$ cat src/rtl/alu_pkg.sv
// Shared definitions for the alu and its round-robin front end: default widths,
// opcode encodings, the arbiter FSM state type and a small index-width helper.
package alu_pkg;

  localparam int WIDTH_DEF = 4;
  localparam int SELW_DEF  = 3;

  localparam logic [SELW_DEF-1:0] OP_ADD = 3'b000;
  localparam logic [SELW_DEF-1:0] OP_SUB = 3'b001;
  localparam logic [SELW_DEF-1:0] OP_AND = 3'b010;
  localparam logic [SELW_DEF-1:0] OP_OR  = 3'b011;
  localparam logic [SELW_DEF-1:0] OP_XOR = 3'b100;
  localparam logic [SELW_DEF-1:0] OP_NOT = 3'b101;
  localparam logic [SELW_DEF-1:0] OP_SHL = 3'b110;
  localparam logic [SELW_DEF-1:0] OP_SHR = 3'b111;

  typedef enum logic [1:0] {
    IDLE = 2'd0,
    EXEC = 2'd1,
    RESP = 2'd2
  } state_t;

  // A single requester still needs a one-bit index register.
  function automatic int idxWidth(input int n);
    return (n > 1) ? $clog2(n) : 1;
  endfunction

endpackage

$ cat src/rtl/alu.sv
// Purely combinational WIDTH-bit alu; carries, borrows and shifted-out bits are discarded.
module alu
  import alu_pkg::*;
#(
  parameter int WIDTH = WIDTH_DEF,
  parameter int SELW  = SELW_DEF
) (
  input  logic [SELW-1:0]  sel,
  input  logic [WIDTH-1:0] IN0,
  input  logic [WIDTH-1:0] IN1,
  output logic [WIDTH-1:0] OUT
);

  always_comb begin
    OUT = '0;
    case (sel)
      OP_ADD:  OUT = IN0 + IN1;
      OP_SUB:  OUT = IN0 - IN1;
      OP_AND:  OUT = IN0 & IN1;
      OP_OR:   OUT = IN0 | IN1;
      OP_XOR:  OUT = IN0 ^ IN1;
      OP_NOT:  OUT = ~IN0;
      OP_SHL:  OUT = IN0 << 1;
      OP_SHR:  OUT = IN0 >> 1;
      default: OUT = '0;
    endcase
  end

endmodule

$ cat src/rtl/alu_arbiter.sv
// Round-robin front end sharing one alu between NREQ requesters (IDLE -> EXEC -> RESP).
// Define ALU_ZERO_FLAG_EN to add the registered rsp_zero output.
module alu_arbiter
  import alu_pkg::*;
#(
  parameter int WIDTH = WIDTH_DEF,
  parameter int SELW  = SELW_DEF,
  parameter int NREQ  = 2
) (
  input  logic                  clk,
  input  logic                  reset,
  input  logic [NREQ-1:0]       req,
  input  logic [NREQ*SELW-1:0]  req_sel,
  input  logic [NREQ*WIDTH-1:0] req_in0,
  input  logic [NREQ*WIDTH-1:0] req_in1,
  output logic [NREQ-1:0]       gnt,
  output logic [NREQ-1:0]       rsp_valid,
  output logic [WIDTH-1:0]      rsp_data,
  output logic                  busy
`ifdef ALU_ZERO_FLAG_EN
  ,
  output logic                  rsp_zero
`endif
);

  localparam int              IDXW     = idxWidth(NREQ);
  localparam logic [IDXW-1:0] LAST_IDX = IDXW'(NREQ - 1);

  state_t            state_q;
  logic [IDXW-1:0]   rrLast_q;
  logic [SELW-1:0]   opSel_q;
  logic [WIDTH-1:0]  opA_q;
  logic [WIDTH-1:0]  opB_q;
  logic [NREQ-1:0]   gnt_q;
  logic [NREQ-1:0]   rspValid_q;
  logic [WIDTH-1:0]  rspData_q;
`ifdef ALU_ZERO_FLAG_EN
  logic              rspZero_q;
`endif

  logic [SELW-1:0]   selArr [NREQ];
  logic [WIDTH-1:0]  in0Arr [NREQ];
  logic [WIDTH-1:0]  in1Arr [NREQ];

  logic              pickValid;
  logic [IDXW-1:0]   pickIdx;
  logic [IDXW-1:0]   cand;
  logic [NREQ-1:0]   pickGnt;
  logic [WIDTH-1:0]  aluOut;

  for (genvar i = 0; i < NREQ; i++) begin : gUnpack
    assign selArr[i] = req_sel[i*SELW +: SELW];
    assign in0Arr[i] = req_in0[i*WIDTH +: WIDTH];
    assign in1Arr[i] = req_in1[i*WIDTH +: WIDTH];
  end

  // Walk from the farthest candidate down to rrLast+1 so the nearest set bit wins.
  always_comb begin
    pickValid = 1'b0;
    pickIdx   = '0;
    cand      = '0;
    for (int k = NREQ; k >= 1; k--) begin
      cand = IDXW'((int'(rrLast_q) + k) % NREQ);
      if (req[cand]) begin
        pickValid = 1'b1;
        pickIdx   = cand;
      end
    end
  end

  assign pickGnt = NREQ'(1) << pickIdx;

  alu #(
    .WIDTH (WIDTH),
    .SELW  (SELW)
  ) uAlu (
    .sel (opSel_q),
    .IN0 (opA_q),
    .IN1 (opB_q),
    .OUT (aluOut)
  );

  always_ff @(posedge clk or posedge reset) begin
    if (reset) begin
      state_q    <= IDLE;
      rrLast_q   <= LAST_IDX;
      opSel_q    <= '0;
      opA_q      <= '0;
      opB_q      <= '0;
      gnt_q      <= '0;
      rspValid_q <= '0;
      rspData_q  <= '0;
`ifdef ALU_ZERO_FLAG_EN
      rspZero_q  <= 1'b0;
`endif
    end else begin
      case (state_q)
        IDLE: begin
          rspValid_q <= '0;
          if (pickValid) begin
            opSel_q  <= selArr[pickIdx];
            opA_q    <= in0Arr[pickIdx];
            opB_q    <= in1Arr[pickIdx];
            gnt_q    <= pickGnt;
            rrLast_q <= pickIdx;
            state_q  <= EXEC;
          end
        end
        // The grant vector doubles as the response target, so no index is stored.
        EXEC: begin
          rspData_q  <= aluOut;
          rspValid_q <= gnt_q;
          gnt_q      <= '0;
`ifdef ALU_ZERO_FLAG_EN
          rspZero_q  <= (aluOut == '0);
`endif
          state_q    <= RESP;
        end
        RESP: begin
          rspValid_q <= '0;
          state_q    <= IDLE;
        end
        default: begin
          gnt_q      <= '0;
          rspValid_q <= '0;
          state_q    <= IDLE;
        end
      endcase
    end
  end

  assign gnt       = gnt_q;
  assign rsp_valid = rspValid_q;
  assign rsp_data  = rspData_q;
  assign busy      = (state_q != IDLE);
`ifdef ALU_ZERO_FLAG_EN
  assign rsp_zero  = rspZero_q;
`endif

endmodule

$ cat config.mk
export PLATFORM = sky130hd
export DESIGN_NAME = alu_arbiter
export DESIGN_NICKNAME = d
export VERILOG_FILES = /design/src/rtl/alu_pkg.sv /design/src/rtl/alu.sv /design/src/rtl/alu_arbiter.sv
export SDC_FILE = /design/constraint.sdc
export NUM_CORES = 1
export LEC_CHECK = 0
export BUFFER_PORTS_ARGS = -buffer_cell sky130_fd_sc_hd__buf_2
export CAP_MARGIN = 40
export CORE_ASPECT_RATIO = 0.7
export CORE_UTILIZATION = 50
export DETAILED_ROUTE_END_ITERATION = 10
export PLACE_DENSITY = 0.75
export SLEW_MARGIN = 0
export SYNTH_ARGS = -nofsm -noshare
export SYNTH_HDL_FRONTEND = slang
export SYNTH_SLANG_ARGS = --single-unit
$ cat constraint.sdc
create_clock -name clk -period 6.6 [get_ports clk]
set_input_delay 0.99 -clock clk [delete_from_list [all_inputs] [get_ports clk]]
set_output_delay 0.99 -clock clk [all_outputs]
set_load 0.02 [all_outputs]
# Word level (Yosys, flattened, before mapping)
# Cells that the tools add are included.
[word_totals]
elab_cells = 60
output_inout_bits = 9
input_bits = 26
regBits = 22
[classes]
eq_ne = 10
bitwise_logic = 6
n_shift = 1
n_mux = 23
reduce_logical = 5
n_lt_le_gt_ge = 3
n_addsub = 4
[ops]
columns = ["operator", "n"]
rows = [
  ["4-bit one-hot mux with 8 select lines", 1],
  ["4-bit 2-to-1 mux", 6],
  ["3-bit == test (second input constant)", 4],
  ["3-bit 2-to-1 mux", 3],
  ["1-bit 2-to-1 mux", 8],
  ["2-bit one-hot mux with 2 select lines", 2],
  ["3-bit by 2-bit == test with 1-bit output (second input constant)", 2],
  ["2-bit 2-to-1 mux", 3],
  ["4-bit adder", 1],
  ["4-bit AND", 1],
  ["1-bit by 2-bit < comparator with 1-bit output (second input constant)", 2],
  ["4-bit NOT", 1],
  ["4-bit bitwise OR", 1],
  ["2-bit AND reduction", 2],
  ["4-bit subtractor", 1],
  ["4-bit bitwise XOR", 1],
  ["3-bit by 1-bit == test with 1-bit output (second input constant)", 1],
  ["3-bit zero test", 1],
  ["1-bit adder (second input constant)", 2],
  ["2-bit by 1-bit == test with 1-bit output (second input constant)", 1],
  ["2-bit == test (second input constant)", 1],
  ["2-bit greater-or-equal comparator (second input constant)", 1],
  ["2-bit zero test", 1],
  ["2-bit != test (second input constant)", 1],
  ["other kinds (4)", 4],
]

# Depth between registers and ports, before layout
[logic_depth]
depth_word = 9
mapped_depth = 10
depth_no_buf = 9

# By module
# From an unflattened synthesis, not the netlist that was laid out.
[unflattened]
hier_cells = 156
area_unflattened_um2 = 1508.9
[by_module_without_submodules]
columns = ["mod", "area_each_um2", "seq_area_each_um2", "n_inst", "cells_each"]
rows = [
  ["alu_arbiter", 948.4, 551.8, 1, 81],
  ["alu", 560.5, 0.0, 1, 75],
]

# Worst setup path after synthesis
# OpenSTA, ideal clock, no wires.
[synth_path]
path_kind = "register to register"
from = "reg opSel_q[2]"
to = "reg rspData_q[3], in the netlist rsp_data[3]"
arrival_time_ns = 1.959
path_buffers = 1
period_less_slack_ns = 2.089
required_time_ns = 6.470
slack_ns = 4.511
stages_incl_launch_ff = 11
cell_sequence = "dfrtp_1 > clkbuf_1 > nor2_1 > nand2_1 > nor2_1 > a21oi_1 > ha_1 > nor2b_1 > o21a_1 > a2111oi_4 > nor3_1"
[synth_via]
elab_chain_len = 2
[synth_lines]
columns = ["item", "line", "source"]
rows = [
  ["start: declaration", "alu_arbiter.sv:31", "logic [SELW-1:0] opSel_q;"],
  ["start signal: assignment", "alu_arbiter.sv:101", "opSel_q <= selArr[pickIdx];"],
  ["3-bit == test, or another cell as far along", "alu.sv:16", "case (sel)"],
  ["4-bit one-hot mux with 8 select lines (*)", "alu.sv:16", ""],
  ["end signal: assignment", "alu_arbiter.sv:111", "rspData_q <= aluOut;"],
  ["end: declaration", "alu_arbiter.sv:36", "logic [WIDTH-1:0] rspData_q;"],
]
# Every way passes the cells marked *; elsewhere a longest branch is shown, timed or not.
# A chain may end at the register's enable or synchronous reset.

# Final worst setup path
[layout_path]
from = "reg opSel_q[1]"
to = "reg rspData_q[2], in the netlist rsp_data[2]"
# The elaborated chain is that of the path after synthesis.

==> flow_metrics.py <==
metrics = {
    "status": {
        "status": "finished clean",
    },
    "job": {
        "maxCapViolCount": 0,
    },
    "final_layout": {
        "final.fill_count": 241,
        "final_cell_mix": "buf_2 (34), dfrtp_1 (21), inv_1 (16), ha_1 (12), a221o_1 (11)",
        "utilization_pct": 60.9,
        "final_common_cell": "buf_2",
        "diodes": 0,
        "syn2layout_area_growth_pct": 16.0,
        "final_cell_count_no_fill": 223,
        "postLayoutCellArea_um2": 1710,
        "fin_nets": 227,
        "drive_gt1_share_pct": 21.9,
    },
    "synthesis": {
        "ys.flop_type": "dfrtp_1",
        "synthTopCellsByArea": "dfrtp_1 (36%), ha_1 (10%), a221o_1 (7.5%)",
        "ys.warnings.count": 0,
        "ys_types": 36,
        "ys_seq_area_share_pct": 37.5,
        "synthArstFlopShare_pct": 100,
        "synth.largest_area_cell": "dfrtp_1",
        "synth_edf_count": 0,
        "synth_top_area_share_pct": 35.7,
        "synthesis.nets": 196,
        "syn_avg_cell_area_um2": 9.37,
        "syn_area_um2": 1470,
        "synth_cells": 157,
        "synth_seq_cells": 22,
    },
    "sta": {
        "slew_headroom_pct": 45.8,
        "fin_skew_ns": 0.00396,
        "worstMarginPinSlew_ns": 0.811,
        "fin_crit_sh_pct": 37.7,
        "timing.fmax_ghz": 0.401,
        "hold_viol": 0,
        "fin_crit_ns": 2.49,
        "final_max_slew_viol_count": 0,
        "rsz0062_at_grt": "no",
        "fin_tns_setup_ns": 0,
        "setup_viol": 0,
    },
    "global_route": {
        "overflow": 0,
        "grt_pass1_wl_um": 5120,
        "grt_pass1_vias": 1131,
        "grt.total_usage_pct": 22.6,
        "busiest_layer": "met2",
        "grt_use_met1_pct": 32.9,
        "use_met3_pct": 5.83,
        "grt_max_degree": 24,
        "antenna_found_initial": 0,
        "met2_usage_pct": 34.5,
    },
    "worst_setup_path": {
        "startpoint_type": "flip-flop",
        "critPathTopFamily": "flip-flops",
        "critical_path_arrival_ns": 2.63,
        "crit_fanout": 23,
        "path_cells": "nor3b_1, nor2_1, xnor2_1, ha_1, xor2_1, o21ai_0, a221oi_1, o21ai_1",
        "slowest_delay_ns": 0.61,
        "cp_slowest_cell": "dfrtp_1",
        "cp.required_ns": 6.74,
        "cp_num_buf_inv": 0,
        "end_kind": "flip-flop",
        "critPathKind": "reg -> reg",
    },
    "clock_tree": {
        "cts_root_buffer": "clkbuf_8",
        "cts_tree": "built",
        "htreeDepth": 1,
        "cts_buffer_depth": 2,
        "cts_resized": 0,
        "path_clk_slew_ns": 0.08,
        "cts_inserted_buffers": 3,
        "clkLatencyLatePin_ns": 0.26,
        "ctsHoldBuffers": 0,
        "clock_sinks": 22,
        "cts_setup_buffers": 0,
    },
    "pwr": {
        "pwr-share-clk_pct": 10.4,
        "switchingPower_mw": 0.417,
        "p_per_area_nw_per_um2": 533,
        "seq_power_share_pct": 32.5,
        "p_int_mw": 0.493,
        "p_leak_nw": 0.832,
        "ir_worst_vdd_v": 0.000210,
        "combPwrFrac_pct": 57.1,
        "switching_share_pct": 45.8,
        "finalPower_mw": 0.909,
    },
    "route": {
        "drtIter0Drc": 69,
        "first_pass_iters": 4,
        "wl_um": 3010,
        "vias": 1222,
        "drc": 0,
        "ant_nets": 0,
        "wire_per_inst_um": 13.5,
        "routed_via_density": 5.48,
    },
    "floorplan": {
        "num_rows": 16,
        "initial_utilization_pct": 52.5,
        "die_width_um": 66.8,
        "io_pins": 35,
        "die_height_um": 47.4,
        "core-area_um2": 2800,
        "die_area_um2": 3170,
    },
    "placed_design": {
        "place.gp.congestion": 0.888,
        "port_buffers": 34,
        "dp_hpwl_um": 2310,
        "dp_cells": 219,
        "place_area_um2": 1650,
    },
    "worst_hold_path": {
        "hp-class": "reg -> reg",
    },
}
==> metal layers <==
layer  vias up  wire length (um)
met4         0                 8
li1        615                 -
met3         2               182
met5         -                 0
met1       563              1570
met2        42              1250
==> stage by stage <==
stage               worst slack (ns)  hold WS [ns]
floorplan                       4.51         0.444
global placement                4.36         0.462
detailed placement              4.19         0.468
CTS                             4.14         0.484
global route                    3.88         0.519
finish                          4.11         0.481
==> cell type report <==
cell class,count,area [um2],area share (%)
well taps,36,45.0,2.64
inverters,16,60.1,3.52
clock buffers,4,55.1,3.23
flip-flops and latches,22,552,32.3
multi-input cells,111,825,48.3
repair buffers,34,170,9.97
==> power by group through the flow <==
stage | logic, mW | registers (mW) | clock network, mW
after floorplan | 0.413 | 0.276 | 0
after global placement | 0.496 | 0.294 | 0
after detailed placement | 0.516 | 0.296 | 0
after CTS | 0.522 | 0.294 | 0.0973
after global routing | 0.586 | 0.310 | 0.104
final | 0.519 | 0.296 | 0.0949
==> sequential cells by signal (all words and copies together), names as in the netlist <==
name,cells
opA_q,4
gnt,2
rsp_data,4
state_q,2
rsp_valid,2
opB_q,4
rrLast_q,1
opSel_q,3
==> cells in the mapped netlist (2+ instances only) <==
cell and number:
and2_1 9, buf_2 4, nand3_1 2, o21ai_1 3
nor2_1 6, a21o_1 2, o21ai_0 8, a221oi_1 2
and2_0 5, o21a_1 2, a21oi_1 7, clkbuf_1 4
nor2b_1 3, ha_1 12, a221o_1 11, nand2_1 9
inv_1 16, xor2_1 2, nand2b_1 8, nor3_1 3
dfrtp_1 21, nand3b_1 4
==> logic make-up (layout without fill, tap and decap cells) <==
family / count (synthesis) / count (layout) / share of synthesized area [%]
simple gates: 52 / 52 / 19.9
fa+ha+maj: 13 / 13 / 11.6
buf+inv: 24 / 54 / 6.46
compound gates: 43 / 43 / 22.8
flops: 22 / 22 / 37.5
xor+xnor: 3 / 3 / 1.79
==> path summary, 6_finish.rpt <==
path,from,to,slack [ns],cells after the start
worst max-delay path,opSel_q[1],rsp_data[2],4.11,8
worst min-delay path,rsp_data[0],rsp_data[0],0.48,2
max in group asynchronous,reset,opSel_q[2],5.22,2
worst min register to register,rsp_data[0],rsp_data[0],0.48,2
min in group asynchronous,reset,rsp_data[3],0.87,2
worst max register to register,opSel_q[1],rsp_data[2],4.11,8
==> worst register-to-register path, stage by stage (launching register included) <==
cell,delay [ns]
dfrtp_1,0.61
nor3b_1,0.44
nor2_1,0.11
xnor2_1,0.21
ha_1,0.31
xor2_1,0.18
o21ai_0,0.10
a221oi_1,0.33
o21ai_1,0.09
(Power assumes the default switching activity.)
